File: src/rtl/status_scheduler_pkg.sv
// Shared board geometry, tile byte layout and update-entry format for the status scheduler.
package status_scheduler_pkg;
  localparam int NUM_TILES = 30;
  localparam int TILE_W    = 8;
  localparam int STATUS_W  = NUM_TILES * TILE_W;
  localparam int ENTRY_W   = 14;

  typedef enum logic [1:0] {
    COL_EMPTY   = 2'd0,
    COL_ABSENT  = 2'd1,
    COL_PRESENT = 2'd2,
    COL_CORRECT = 2'd3
  } colour_t;

  typedef struct packed {
    logic       cursor;
    colour_t    colour;
    logic [4:0] letter;
  } tile_t;

  typedef struct packed {
    logic       reveal;
    logic [4:0] tile;
    tile_t      data;
  } upd_t;

  typedef enum logic {ST_IDLE = 1'b0, ST_APPLY = 1'b1} state_t;
endpackage

File: src/rtl/status_scheduler_upd_fifo.sv
// Synchronous update queue, registered pointers, data valid at the head with zero latency.
// A full queue refuses pushes even if a pop happens in the same cycle; clr flushes it.
module upd_fifo #(
  parameter int WIDTH = 14,
  parameter int DEPTH = 8
) (
  input  logic                   clk,
  input  logic                   rst_n,
  input  logic                   clr,
  input  logic                   push,
  input  logic [WIDTH-1:0]       din,
  input  logic                   pop,
  output logic [WIDTH-1:0]       dout,
  output logic                   full,
  output logic                   empty,
  output logic [$clog2(DEPTH):0] level
);
  localparam int AW = $clog2(DEPTH);

  logic [WIDTH-1:0] mem [DEPTH];
  logic [AW-1:0]    wptr;
  logic [AW-1:0]    rptr;
  logic             do_push;
  logic             do_pop;

  assign full    = (level == (AW + 1)'(DEPTH));
  assign empty   = (level == '0);
  assign do_push = push && !full;
  assign do_pop  = pop && !empty;
  assign dout    = mem[rptr];

  always_ff @(posedge clk or negedge rst_n) begin
    if (!rst_n) begin
      wptr  <= '0;
      rptr  <= '0;
      level <= '0;
    end else if (clr) begin
      wptr  <= '0;
      rptr  <= '0;
      level <= '0;
    end else begin
      if (do_push) wptr <= wptr + AW'(1);
      if (do_pop)  rptr <= rptr + AW'(1);
      level <= level + (AW + 1)'(do_push) - (AW + 1)'(do_pop);
    end
  end

  always_ff @(posedge clk) begin
    if (do_push && !clr) mem[wptr] <= din;
  end
endmodule

File: src/rtl/status_scheduler.sv
// Owns the 240-bit board status; queued tile updates land only after a frame tick, one pop per cycle.
// Apply starts two edges after vsync goes active; wr_ready drops when the queue is full or clr is high.
module status_scheduler
  import status_scheduler_pkg::*;
#(
  parameter int DEPTH         = 8,
  parameter int MAX_PER_FRAME = 30,
  parameter int REVEAL_FRAMES = 12,
  parameter bit VSYNC_POL     = 1'b0
) (
  input  logic                   clk,
  input  logic                   rst_n,
  input  logic                   vsync,
  input  logic                   wr_valid,
  output logic                   wr_ready,
  input  logic [4:0]             wr_tile,
  input  logic [7:0]             wr_data,
  input  logic                   wr_reveal,
  input  logic                   clr,
  output logic [STATUS_W-1:0]    status,
  output logic                   busy,
  output logic [$clog2(DEPTH):0] fifo_level
);
  localparam int PW = $clog2(REVEAL_FRAMES + 1);
  localparam int BW = $clog2(MAX_PER_FRAME + 1);
  localparam int LW = $clog2(DEPTH) + 1;

  state_t        state;
  logic [PW-1:0] pace_cnt;
  logic [BW-1:0] budget;
  logic          vs_q;
  logic          tick;
  logic          push;
  logic          pop;
  logic          fifo_full;
  logic          fifo_empty;
  logic          last;
  upd_t          wr_upd;
  upd_t          head;

  assign wr_ready = !fifo_full && !clr;
  assign push     = wr_valid && wr_ready;
  assign pop      = (state == ST_APPLY);
  assign wr_upd   = {wr_reveal, wr_tile, wr_data};
  assign busy     = !fifo_empty || (state == ST_APPLY) || (pace_cnt != '0);

  // A pop ends the frame's batch if it drains the queue, spends the budget, or starts an animation step.
  assign last = ((fifo_level == LW'(1)) && !push) || (budget == BW'(1)) || head.reveal;

  upd_fifo #(.WIDTH(ENTRY_W), .DEPTH(DEPTH)) u_fifo (
    .clk   (clk),
    .rst_n (rst_n),
    .clr   (clr),
    .push  (push),
    .din   (wr_upd),
    .pop   (pop),
    .dout  (head),
    .full  (fifo_full),
    .empty (fifo_empty),
    .level (fifo_level)
  );

  always_ff @(posedge clk or negedge rst_n) begin
    if (!rst_n) begin
      vs_q <= !VSYNC_POL;
      tick <= 1'b0;
    end else begin
      vs_q <= vsync;
      tick <= (vsync == VSYNC_POL) && (vs_q != VSYNC_POL);
    end
  end

  always_ff @(posedge clk or negedge rst_n) begin
    if (!rst_n) begin
      state    <= ST_IDLE;
      budget   <= '0;
      pace_cnt <= '0;
    end else if (clr) begin
      state    <= ST_IDLE;
      budget   <= '0;
      pace_cnt <= '0;
    end else begin
      case (state)
        ST_IDLE: begin
          if (tick) begin
            if (pace_cnt > PW'(1)) begin
              pace_cnt <= pace_cnt - PW'(1);
            end else begin
              pace_cnt <= '0;
              if (!fifo_empty) begin
                state  <= ST_APPLY;
                budget <= BW'(MAX_PER_FRAME);
              end
            end
          end
        end
        ST_APPLY: begin
          budget <= budget - BW'(1);
          if (last) begin
            state <= ST_IDLE;
            if (head.reveal) pace_cnt <= PW'(REVEAL_FRAMES);
          end
        end
        default: state <= ST_IDLE;
      endcase
    end
  end

  // Out-of-range tile indices match no decoder slot and are silently dropped.
  always_ff @(posedge clk or negedge rst_n) begin
    if (!rst_n) begin
      status <= '0;
    end else if (clr) begin
      status <= '0;
    end else if (state == ST_APPLY) begin
      for (int t = 0; t < NUM_TILES; t++) begin
        if (head.tile == 5'(t)) status[t*TILE_W +: TILE_W] <= head.data;
      end
    end
  end
endmodule

File: config.mk
export PLATFORM = sky130hd
export DESIGN_NAME = status_scheduler
export DESIGN_NICKNAME = d
export VERILOG_FILES = /design/src/rtl/status_scheduler_pkg.sv /design/src/rtl/status_scheduler_upd_fifo.sv /design/src/rtl/status_scheduler.sv
export SDC_FILE = /design/constraint.sdc
export NUM_CORES = 1
export LEC_CHECK = 0
export BUFFER_PORTS_ARGS = -buffer_cell sky130_fd_sc_hd__buf_4
export CAP_MARGIN = 20
export CORE_MARGIN = 1.5
export CORE_UTILIZATION = 55
export CTS_BUF_LIST = sky130_fd_sc_hd__clkbuf_8
export DETAILED_ROUTE_END_ITERATION = 16
export GPL_TIMING_DRIVEN = 0
export HOLD_SLACK_MARGIN = 0.05
export PLACE_DENSITY_LB_ADDON = 0.15
export SETUP_SLACK_MARGIN = 0.02
export SYNTH_ARGS = -nofsm -noshare
export SYNTH_HDL_FRONTEND = slang
export SYNTH_SLANG_ARGS = --single-unit
export TNS_END_PERCENT = 1
File: constraint.sdc
create_clock -name clk -period 7.2 [get_ports clk]
set_clock_uncertainty 0.05 [all_clocks]
set_input_delay 0 -clock clk [delete_from_list [all_inputs] [get_ports clk]]
set_output_delay 0 -clock clk [all_outputs]
set_load 0.03 [all_outputs]
Yosys cells after proc, flatten, opt, wreduce, memory -nomap -nowiden
Memory sizes are Yosys's and may differ from the RTL's.
Index checks and enable logic that the tools add are counted.
Storage, ports and cells
  memory bits (writable): 112
  logic and storage cells: 224
  output and inout bits: 246
  register bits after elaboration: 262
  input port bits: 19
  memories: 1
Operators by class
  reductions and logical operators: 83
  order comparisons: 1
  equal/unequal tests: 37
  add/sub/neg operators: 6
  bitwise logic cells: 2
  muxes and demuxes: 56
Memory list
  u_fifo.mem: words 8, bits a word 14, rd ports 1, clocked after Yosys merged registers in 0, wr ports 1, RTL line status_scheduler_upd_fifo.sv:20  | logic [WIDTH-1:0] mem [DEPTH];
Operator list (count)
  $mux 240: 2
  $mux 8: 30
  $eq 5x5->1 const B: 14
  $reduce_bool 2->1: 33
  $reduce_and 2->1: 30
  $eq 5x4->1 const B: 8
  $mux 4: 6
  $eq 5x3->1 const B: 4
  $mux 5: 4
  $mux 3: 4
  $eq 5x1->1 const B: 2
  $eq 5x2->1 const B: 2
  $pmux 5 s2: 1
  $ne 3x3->1 const B: 3
  $pmux 4 s2: 1
  $logic_and 1x1->1: 7
  $mux 1: 7
  $add 3x1->3 const B: 2
  $ne 3x2->1 const B: 2
  $reduce_and 3->1: 2
  $logic_not 5->1: 1
  $sub 5x1->5 const B: 1
  $add 4x1->4: 1
  $eq 4x1->1 const B: 1
  other kinds (10): 17

Logic depth before layout (Yosys ltp)
Gate-level depths: netlist of run 1.
  depth after elaboration: 11
  gate-level depth with buffers: 12
  gate-level depth less buffers: 12

Hierarchy
A second synthesis of run 1 with hierarchy kept.
Second synthesis, totals
  cell total of the unflattened synthesis: 1457
  area total of the unflattened synthesis: 16188.0 sq um
By module, submodules not included
  status_scheduler: cells each 1221, seq. area each 6307.3 sq um, area each 11228.3 sq um, instances 1
  upd_fifo: cells each 236, seq. area each 3613.5 sq um, area each 4959.8 sq um, instances 1

Least setup slack after synthesis of run 1
No wires, ideal clock.
  path kind: flip-flop to flip-flop
  start: reg u_fifo.level[2]
  end: mem u_fifo.mem[0][0] (enable)
  path slack: 4.373 ns
  stages on the path, launching flop included: 7
  data required time: 6.747 ns
  library setup time: 0.403 ns
  arrival: 2.374 ns
  path through: dfrtp_1 > inv_1 > ha_1 > a211o_1 > inv_1 > nand2b_1 > nor3_1
On the way
  cells in the longest elaborated chain, start to end: 8
Ends and longest elaborated chain
  start, declared: RTL line status_scheduler_upd_fifo.sv:16  | output logic [$clog2(DEPTH):0] level
  start signal, assigned: RTL line status_scheduler_upd_fifo.sv:44  | level <= level + (AW + 1)'(do_push) - (AW + 1)'(do_pop);
  $eq 4x4->1 (*): RTL line status_scheduler_upd_fifo.sv:26  | assign full = (level == (AW + 1)'(DEPTH));
  $logic_not 1->1 (*): RTL line status_scheduler_upd_fifo.sv:28, status_scheduler.sv:41
  $logic_and 1x1->1: RTL line status_scheduler.sv:41  | assign wr_ready = !fifo_full && !clr;
  $logic_and 1x1->1: RTL line status_scheduler.sv:42  | assign push = wr_valid && wr_ready;
  $logic_and 1x1->1 (*): RTL line status_scheduler_upd_fifo.sv:28  | assign do_push = push && !full;
  $logic_and 1x1->1 (*): RTL line status_scheduler_upd_fifo.sv:49  | if (do_push && !clr) mem[wptr] <= din;
  $mux 1 (*): RTL line status_scheduler_upd_fifo.sv:49
  $mux 1 (not written as such) (*): RTL line status_scheduler_upd_fifo.sv:49
  end, declared: RTL line status_scheduler_upd_fifo.sv:20
Every way passes the cells marked *; elsewhere a longest branch is shown, timed or not.

Worst setup path after layout of run 1
  start: reg u_fifo.rptr[1]
  end: reg status[113]
On the way
  cells in the longest elaborated chain, start to end: 4
Ends and longest elaborated chain
  start, declared: RTL line status_scheduler_upd_fifo.sv:22  | logic [AW-1:0] rptr;
  start signal, assigned: RTL line status_scheduler_upd_fifo.sv:43  | if (do_pop) rptr <= rptr + AW'(1);
  $mem_v2 8x14 (*)
  $eq 5x4->1 / $mux 8 (equally long branches): RTL line status_scheduler.sv:117  | if (head.tile == 5'(t)) status[t*TILE_W +: TILE_W] <= head.data;
  $reduce_bool 2->1 (no line) / $mux 240 (equally long branches)
  $reduce_and 2->1 (no line) / $mux 240 (equally long branches)
  end signal, assigned by index: RTL line status_scheduler.sv:117
  end, declared: RTL line status_scheduler.sv:20  | output logic [STATUS_W-1:0] status,
Every way passes the cells marked *; elsewhere a longest branch is shown, timed or not. The select of a mux whose other input is x is not followed.
A chain may end at the register's enable or synchronous reset.

==> flow_metrics.env, run 1 <==
export IMPL_setup_ws_ns=3.94
export IMPL_crit_path_end_kind="flop"
export IMPL_synth_most_common_cell="dfrtp_1"
export IMPL_vias_per_cell=5.30
export IMPL_finalPower_mw=4.46
export IMPL_worstHoldStart="clr"
export IMPL_worst_pin_slew_ns=0.999
export IMPL_grt_ovfl_total=0
export IMPL_rows=62
export IMPL_synthArstFlopShare_pct=70.1
export IMPL_fin_cells=1925
export IMPL_yosys_area_top_type="dfrtp_1"
export IMPL_synth_edf_count=112
export IMPL_synthTopCellsByCount="dfrtp_1, mux2i_1, nand2b_1"
export IMPL_worst_r2r_endpoint="status[113]$_DFFE_PN0P_"
export IMPL_cts_sinks=374
export IMPL_drt_pass1_iterations=4
export IMPL_post_route_period_util_pct=45.3
export IMPL_clkTransAtPathRegs_ns=0.06
export IMPL_routabilityCongestion=0.791
export IMPL_cts_tree="built"
export IMPL_cellPowerDensity_mw_per_mm2=221
export IMPL_wl_um=39500
export IMPL_avgRoutedWirePerCell_um=20.5
export IMPL_hold_violations=0
export IMPL_grt_pass1_vias=10500
export IMPL_status="finished clean"
export IMPL_die_area_mm2=0.0307
export IMPL_drv_slew=0
export IMPL_synth_avg_cell_area_um2=14.2
export IMPL_die_h_um=175
export IMPL_num_vias=10200
export IMPL_core_area_mm2=0.0289
export IMPL_die_w_um=175
export IMPL_antenna_found_initial=1
export IMPL_grt_max_degree=103
export IMPL_syn_to_final_growth_pct=23.9
export IMPL_cap_violations=0
export IMPL_syn_area_mm2=0.0163
export IMPL_crit_type="reg2reg"
export IMPL_drive_gt1_share_pct=28.6
export IMPL_yosysSeqAreaShare_pct=60.8
export IMPL_crit_fanout=10
export IMPL_synth_ff_type="dfrtp_1"
export IMPL_fin_setup_tns_ns=0
export IMPL_synthTopCellsByArea="dfrtp_1, edfxtp_1, mux2i_1"
export IMPL_grtUsageTotal_pct=25.9
export IMPL_rsz0062_at_grt="false"
export IMPL_grt_pass1_wl_um=60800
export IMPL_post_cts_resized=0
export IMPL_leakagePower_nw=9.21
export IMPL_drc=0
export IMPL_clk_latency_ns=0.60
export IMPL_dpl_worst_slack_ns=3.99
export IMPL_drt_iter0_drc=564
export IMPL_hold_class="in2reg"
export IMPL_critPathLaunchType="flop"
export IMPL_min_period_ns=3.26
export IMPL_synth_seq_cells=374
export IMPL_htree_levels=2
export IMPL_rr_worst_depth=8
export IMPL_synth_top_cell_area_share_pct=40.1
export IMPL_r2r_slack_ns=3.94
export IMPL_numCtsBuffers=59
export IMPL_grt_use_met2_pct=42.4
export IMPL_grt_use_met3_pct=4.74
export IMPL_synthCells=1151
export IMPL_arrival_ns=3.63
export IMPL_numPortBuffers=263
export IMPL_clock_path_buffers=3
export IMPL_min_to="u_fifo.level[0]$_DFF_PN0_"
export IMPL_grt_busiest_layer="met2"
export IMPL_cts_hold_buf=20
export IMPL_met1_usage_pct=35.9
export IMPL_place_inst=1805
export IMPL_ios=265
export IMPL_synth_cell_types=45
export IMPL_setup_violations=0
export IMPL_timing_rr_start="u_fifo.rptr[1]$_DFFE_PN0P_"
export IMPL_maxSlewHeadroom_pct=33.4
export IMPL_min_path_cells=3
export IMPL_ys_warn_count=0
export IMPL_initial_core_util_pct=56.3
export IMPL_antenna_left=0
export IMPL_fmax_mhz=307
export IMPL_layout_nets=1534
export IMPL_dp_hpwl_um=26400
export IMPL_cp_required_ns=7.57
export IMPL_cts_root_buffer="clkbuf_8"
export IMPL_syn_num_nets=1183
export IMPL_peakVddDrop_mv=0.193
export IMPL_cts_setup_buffers=0
==> flip-flops by register name, indices dropped and copies added (netlist names) <==
register	cells
status	240
u_fifo.mem	112
budget	5
pace_cnt	4
u_fifo.level	4
u_fifo.rptr	3
u_fifo.wptr	3
pop	1
tick	1
vs_q	1
==> metrics by stage <==
stage	utilization (%)	hold slack [ns]	cell area [um2]
final	69.8	0.0851	20200
after global routing	69.8	0.0974	20200
after CTS	69.8	0.0784	20200
after detailed placement	65.3	-0.0672	18900
after global placement	64.8	0.0684	18800
after floorplan	-	-0.346	16300
==> placed cells by master, fill, tap and decap left out, types with 8 or more instances in the layout <==
master / netlist / routed
nor2_1: 23 / 17
buf_6: 6 / 10
mux2i_1: 255 / 255
inv_1: 17 / 36
clkbuf_8: 0 / 66
nand2_1: 12 / 12
clkbuf_1: 55 / 55
nor3_4: 12 / 12
dlygate4sd3_1: 0 / 19
buf_2: 14 / 14
nand2b_1: 244 / 244
dfrtp_1: 261 / 261
edfxtp_1: 112 / 112
buf_4: 5 / 267
or2_2: 8 / 8
ha_1: 12 / 12
mux4_2: 24 / 24
nor3b_1: 10 / 10
==> worst max-delay path, cell delays in order (launching register included) <==
cell and delay (ns):
dfrtp_1 0.45, buf_2 0.29, buf_2 0.35, buf_2 0.37, mux4_2 0.36, mux2i_1 0.22, or2_2 0.21, clkbuf_1 0.60
mux2i_1 0.18
==> layout make-up <==
class                   instances  area [um2]
repair buffers                290        2310
multi-input cells             679        5950
plain buffers                  81         397
well taps                     384         480
flip-flops and latches        374        9920
diodes                          1        2.50
inverters                      17        63.8
fillers                      2068        8730
clock buffers                  66         908
clock inverters                33         166
==> worst max path at each step <==
stage	from	end	slack, ns	depth (start not counted)
floorplan	u_fifo.level[2]$_DFF_PN0_	u_fifo.mem[0][0]$_DFFE_PP_	4.37	6
global placement	u_fifo.level[2]$_DFF_PN0_	u_fifo.mem[0][1]$_DFFE_PP_	3.60	6
detailed placement	u_fifo.rptr[1]$_DFFE_PN0P_	status[235]$_DFFE_PN0P_	3.99	8
CTS	u_fifo.rptr[1]$_DFFE_PN0P_	status[226]$_DFFE_PN0P_	3.98	8
global route	u_fifo.rptr[1]$_DFFE_PN0P_	status[34]$_DFFE_PN0P_	3.85	8
finish	u_fifo.rptr[1]$_DFFE_PN0P_	status[113]$_DFFE_PN0P_	3.94	8
==> metal layers <==
metal  vias to the layer above  wire [um]
met2                       289      18800
li1                       4727          -
met3                        56       2250
met4                         0        809
met5                         -          0
met1                      5134      17600
==> kinds of logic (layout without fill, tap and decap cells) <==
| family | count (synthesis) | after routing | synth area share (%) |
|---|---|---|---|
| compound gates | 22 | 22 | 1.14 |
| xor+xnor | 8 | 8 | 0.430 |
| fa+ha+maj | 13 | 13 | 1.04 |
| buf+inv | 98 | 487 | 2.82 |
| flops | 374 | 374 | 60.8 |
| mux | 285 | 285 | 19.7 |
| other cells | 0 | 1 | 0 |
| simple gates | 351 | 351 | 14.0 |
==> report_power, final <==
group	leakage (nW)	switching (mW)	total, mW	internal, mW
logic	3.94	0.339	0.537	0.199
clock network	0.617	0.793	1.66	0.865
registers	4.66	0.0281	2.27	2.24
(Power assumes the default switching activity.)
==> inputs of run 2 (changes only) <==
CORE_UTILIZATION = 53   (was 55)
clock period = 2.6 ns   (was 7.2 ns; I/O delays follow)
==> flow_metrics.env, run 2 (synthesis results as in run 1) <==
export IMPL_status="finished clean"
export IMPL_vias_per_cell=5.31
export IMPL_die_area_mm2=0.0318
export IMPL_ios=265
export IMPL_n_fill_cell=2255
export IMPL_hold_class="in2reg"
export IMPL_finalPower_mw=12.7
export IMPL_dpl_cell_area_mm2=0.0189
export IMPL_clkTransAtPathRegs_ns=0.06
export IMPL_grt_pass1_vias=10500
export IMPL_largest_register_ffs=240
export IMPL_critPathLaunchType="flop"
export IMPL_seqCellArea_mm2=0.00992
export IMPL_reg_largest_list="status (240), u_fifo.mem (112), budget (5)"
export IMPL_numPortBuffers=263
export IMPL_clk_latency_ns=0.59
export IMPL_rows=64
export IMPL_numCtsBuffers=59
export IMPL_wl_um=40100
export IMPL_num_vias=10400
export IMPL_antenna_left=0
export IMPL_cts_sinks=374
export IMPL_initial_core_util_pct=53.6
export IMPL_drc=0
export IMPL_syn_to_final_growth_pct=26.7
export IMPL_diodes=0
export IMPL_avgRoutedWirePerCell_um=20.5
export IMPL_maxSlewHeadroom_pct=32.9
export IMPL_worstHoldStart="wr_data[0]"
export IMPL_leakagePower_nw=9.44
export IMPL_grtUsageTotal_pct=25.2
export IMPL_crit_path_start="u_fifo.rptr[0]$_DFFE_PN0P_"
export IMPL_place_inst=1817
export IMPL_drive_gt1_share_pct=31.5
export IMPL_routabilityCongestion=0.756
export IMPL_crit_fanout=10
export IMPL_grt_pass1_wl_um=60600
export IMPL_grt_ovfl_total=0
export IMPL_setup_violations=0
export IMPL_fin_cells=1954
export IMPL_hold_violations=0
export IMPL_timing_rr_start="u_fifo.rptr[0]$_DFFE_PN0P_"
export IMPL_die_w_um=178
export IMPL_fin_area_mm2=0.0207
export IMPL_dp_hpwl_um=26400
export IMPL_grt_max_degree=113
export IMPL_drt_pass1_iterations=4
export IMPL_cp_required_ns=3.07
export IMPL_drt_iter0_drc=675
export IMPL_top_register="status"
export IMPL_layout_nets=1542
export IMPL_clock_path_buffers=3
export IMPL_cts_tree="built"
export IMPL_core_area_mm2=0.0304
export IMPL_rsz0062_at_grt="true"
export IMPL_drv_slew=0
export IMPL_worst_pin_slew_ns=1.01
export IMPL_antenna_found_initial=0
export IMPL_final_common_cell="buf_4"
export IMPL_post_route_period_util_pct=98.4
export IMPL_die_h_um=178
export IMPL_arrival_ns=3.02
export IMPL_crit_type="reg2reg"
export IMPL_htree_levels=2
export IMPL_mostFrequentLayoutCells="buf_4, dfrtp_1, mux2i_1"
export IMPL_fmax_mhz=391
export IMPL_cellPowerDensity_mw_per_mm2=613
export IMPL_peakVddDrop_mv=0.422
export IMPL_min_period_ns=2.56
export IMPL_crit_path_end_kind="flop"
export IMPL_multiInputGateArea_mm2=0.00606
export IMPL_cts_root_buffer="clkbuf_8"
export IMPL_cap_violations=0
==> run 2: through the flow <==
step	setup WS (ns)	hold slack (ns)	util (%)	TNS, ns
final	0.0424	0.134	67.9	0
after global routing	-0.0953	0.105	67.9	-2.28
after detailed placement	-0.620	-0.0758	62.2	-110.18
after floorplan	-0.207	-0.346	-	-2.90
after global placement	-0.830	0.0684	61.7	-336.86
after CTS	-0.0586	0.0980	67.2	-0.714
==> run 2: power by group <==
group	switching, mW	internal (mW)	leakage [nW]	total, mW
registers	0.0804	6.20	4.66	6.28
clock network	2.24	2.58	0.686	4.82
logic	0.972	0.604	4.09	1.58
==> run 2: area by class of cell <==
class	instances	area share [%]
multi-input combinational	679	29.3
clock inverter	44	1.25
clock buffer	65	4.33
buffer	81	2.57
tap	396	2.40
inverter	17	0.309
sequential	374	48.0
timing repair buffer	298	11.8
==> run 2: path summary, 6_finish.rpt <==
check                                             end  slack (ns)  cells past startpoint
min reg2reg                            tick$_DFF_PN0_        0.45                      1
max                           status[143]$_DFFE_PN0P_        0.04                      6
max reg2reg                   status[143]$_DFFE_PN0P_        0.04                      6
min in group asynchronous              vs_q$_DFF_PN1_        0.48                      3
max in group asynchronous      status[30]$_DFFE_PN0P_        0.97                      5
min                        u_fifo.mem[5][0]$_DFFE_PP_        0.13                      2
==> run 2: per-layer routing <==
layer  global-route usage, %  share of wire, %
met1                    35.6                45
met2                    40.2                47
met3                    4.43               6.1
met4                    6.98               2.0
met5                       0                 0
==> run 2: repair_timing <==
action,4_1_cts,5_1_grt
hold endpoints to repair,268,0
gates resized for setup,55,36
buffers inserted,0,8
pin swaps,3,8
hold buffers,20,0
setup endpoints to repair,246,296
==> run 2: critical path, stage by stage, from the launching register on <==
cell     delay, ns
dfrtp_2       0.43
buf_12        0.17
mux4_2        0.55
mux2i_4       0.31
nand2_4       0.18
nor3_4        0.53
mux2i_1       0.26
==> inputs of run 3 (changes only) <==
CTS_CLUSTER_DIAMETER = 150   (was unset)
SYNTH_HIERARCHICAL = 1   (was unset)
==> flow_metrics.env, run 3 <==
export IMPL_crit_type="reg2reg"
export IMPL_reg_largest_list="status (240), u_fifo/mem (112), budget (5)"
export IMPL_crit_path_start="u_fifo/rptr[1]$_DFFE_PN0P_"
export IMPL_core_area_mm2=0.0299
export IMPL_synthTopCellsByCount="dfrtp_1, a21oi_1, nand3_1"
export IMPL_cp_required_ns=3.08
export IMPL_grtUsageTotal_pct=31.2
export IMPL_grt_pass1_wl_um=75100
export IMPL_rows=63
export IMPL_diodes=0
export IMPL_grt_use_met3_pct=5.03
export IMPL_cellPowerDensity_mw_per_mm2=618
export IMPL_grt_pass1_vias=13300
export IMPL_synthArstFlopShare_pct=70.1
export IMPL_grt_busiest_layer="met2"
export IMPL_r2r_slack_ns=-0.15
export IMPL_ys_warn_count=6
export IMPL_yosysSeqAreaShare_pct=61.3
export IMPL_clkTransAtPathRegs_ns=0.07
export IMPL_crit_path_end_kind="flop"
export IMPL_timing_rr_start="u_fifo/rptr[1]$_DFFE_PN0P_"
export IMPL_grt_ovfl_total=0
export IMPL_synth_cell_types=56
export IMPL_synth_edf_count=112
export IMPL_arrival_ns=3.22
export IMPL_initial_core_util_pct=54.2
export IMPL_synth_avg_cell_area_um2=11.1
export IMPL_yosys_area_top_type="dfrtp_1"
export IMPL_htree_levels=2
export IMPL_die_w_um=178
export IMPL_post_route_period_util_pct=106
export IMPL_fmax_mhz=364
export IMPL_leakagePower_nw=8.80
export IMPL_hold_violations=0
export IMPL_layout_nets=1863
export IMPL_cts_sinks=374
export IMPL_drt_pass1_iterations=6
export IMPL_num_vias=13900
export IMPL_grt_use_met2_pct=50.5
export IMPL_hold_class="in2reg"
export IMPL_clk_latency_ns=0.61
export IMPL_dpl_cell_area_mm2=0.0188
export IMPL_status="complete, but fails checks"
export IMPL_fin_setup_tns_ns=-9.19
export IMPL_finalPower_mw=13.1
export IMPL_worst_pin_slew_ns=1.09
export IMPL_synth_seq_cells=374
export IMPL_rr_worst_depth=8
export IMPL_synthCells=1457
export IMPL_syn_area_mm2=0.0162
export IMPL_drv_slew=0
export IMPL_peakVddDrop_mv=0.433
export IMPL_die_h_um=178
export IMPL_mostFrequentLayoutCells="buf_4, dfrtp_1, nand3_1"
export IMPL_top_register="status"
export IMPL_worstHoldStart="wr_data[3]"
export IMPL_numPortBuffers=264
export IMPL_drive_gt1_share_pct=31.0
export IMPL_numCtsBuffers=59
export IMPL_drt_iter0_drc=1321
export IMPL_cap_violations=0
export IMPL_setup_ws_ns=-0.146
export IMPL_drc=0
export IMPL_synth_ff_type="dfrtp_1"
export IMPL_min_path_cells=2
export IMPL_min_to="u_fifo/mem[3][3]$_DFFE_PP_"
export IMPL_vias_per_cell=6.12
export IMPL_critPathLaunchType="flop"
export IMPL_ios=265
export IMPL_met1_usage_pct=41.8
export IMPL_wl_um=50000
export IMPL_synthTopCellsByArea="dfrtp_1, edfxtp_1, a21oi_1"
export IMPL_synth_most_common_cell="dfrtp_1"
export IMPL_syn_to_final_growth_pct=30.5
export IMPL_final_common_cell="buf_4"
export IMPL_avgRoutedWirePerCell_um=22.0
export IMPL_die_area_mm2=0.0316
export IMPL_worst_r2r_endpoint="status[68]$_DFFE_PN0P_"
export IMPL_clock_path_buffers=3
export IMPL_rsz0062_at_grt="true"
export IMPL_cts_tree="built"
export IMPL_grt_max_degree=100
export IMPL_routabilityCongestion=0.834
export IMPL_crit_fanout=10
export IMPL_fin_area_mm2=0.0211
export IMPL_min_period_ns=2.75
export IMPL_largest_register_ffs=240
export IMPL_syn_num_nets=1489
export IMPL_setup_violations=157
export IMPL_maxSlewHeadroom_pct=27.4
export IMPL_dp_hpwl_um=33400
export IMPL_cts_root_buffer="clkbuf_8"
export IMPL_synth_top_cell_area_share_pct=40.3
export IMPL_antenna_found_initial=0
export IMPL_violations="negative setup slack"
export IMPL_antenna_left=0
[run 3: cells by family (layout without fill, tap and decap cells)]
kind of cell / after synthesis / count (layout) / share of synthesized area (%)
and+or+nand+nor: 330 / 330 / 11.0
DFF: 374 / 374 / 61.3
AOI/OAI and AO/OA: 506 / 506 / 15.9
muxes: 45 / 45 / 5.60
buffers and inverters: 185 / 608 / 4.90
adders and majority gates: 13 / 13 / 1.05
xor gates and xnor gates: 4 / 4 / 0.216
[run 3: cell type report]
cell class,instances,area [um2]
clock inverter,38,184
tap,390,488
fill,2211,8750
multi-input combinational,898,5790
sequential,374,9920
buffer,170,1180
clock buffer,72,991
timing repair buffer,313,2500
inverter,15,58.8
[run 3: metrics by stage]
stage | cells | hold slack [ns] | setup slack [ns] | util, %
3_5_place_dp | 2114 | -0.0550 | -0.507 | 62.9
5_1_grt | 2270 | 0.109 | -0.269 | 70.7
6_report | 2270 | 0.108 | -0.146 | 70.7
2_1_floorplan | 1457 | -0.346 | -0.242 | -
4_1_cts | 2252 | 0.0881 | -0.218 | 69.1
3_3_place_gp | 2111 | 0.0722 | -0.974 | 62.7
[run 3: worst max-delay path, stage by stage (launching register included)]
cell and delay, ns:
dfrtp_2 0.46, buf_8 0.15, buf_12 0.13, buf_4 0.16, mux4_2 0.33, mux2_4 0.17
clkbuf_1 0.81, nand3_1 0.21, a21oi_2 0.19
[run 3: how the worst max path moves through the flow]
stage	to	slack [ns]	cells past startpoint
3_3_place_gp	u_fifo/level[2]$_DFF_PN0_	-0.97	1
3_5_place_dp	u_fifo/mem[0][5]$_DFFE_PP_	-0.51	7
4_1_cts	u_fifo/mem[7][12]$_DFFE_PP_	-0.22	7
5_1_grt	status[75]$_DFFE_PN0P_	-0.27	7
2_1_floorplan	u_fifo/mem[0][0]$_DFFE_PP_	-0.24	8
6_report	status[68]$_DFFE_PN0P_	-0.15	8
[run 3: power breakdown]
group	switching, mW	internal (mW)
combinational	1.25	0.656
sequential	0.0940	6.17
clock	2.29	2.60
total	3.64	9.42
[run 3: what timing repair did]
action,in CTS,in global routing
setup buffers,7,15
hold endpoints to repair,341,0
gates cloned,0,3
endpoints found under the setup margin,354,344
pin swaps,10,15
resized for setup,158,135
hold buffers,21,0
[run 3: per-layer routing]
metal,up-vias,wire length [um]
met3,140,3990
met4,0,2160
li1,6111,-
met2,696,24200
met5,-,0
met1,6952,19700
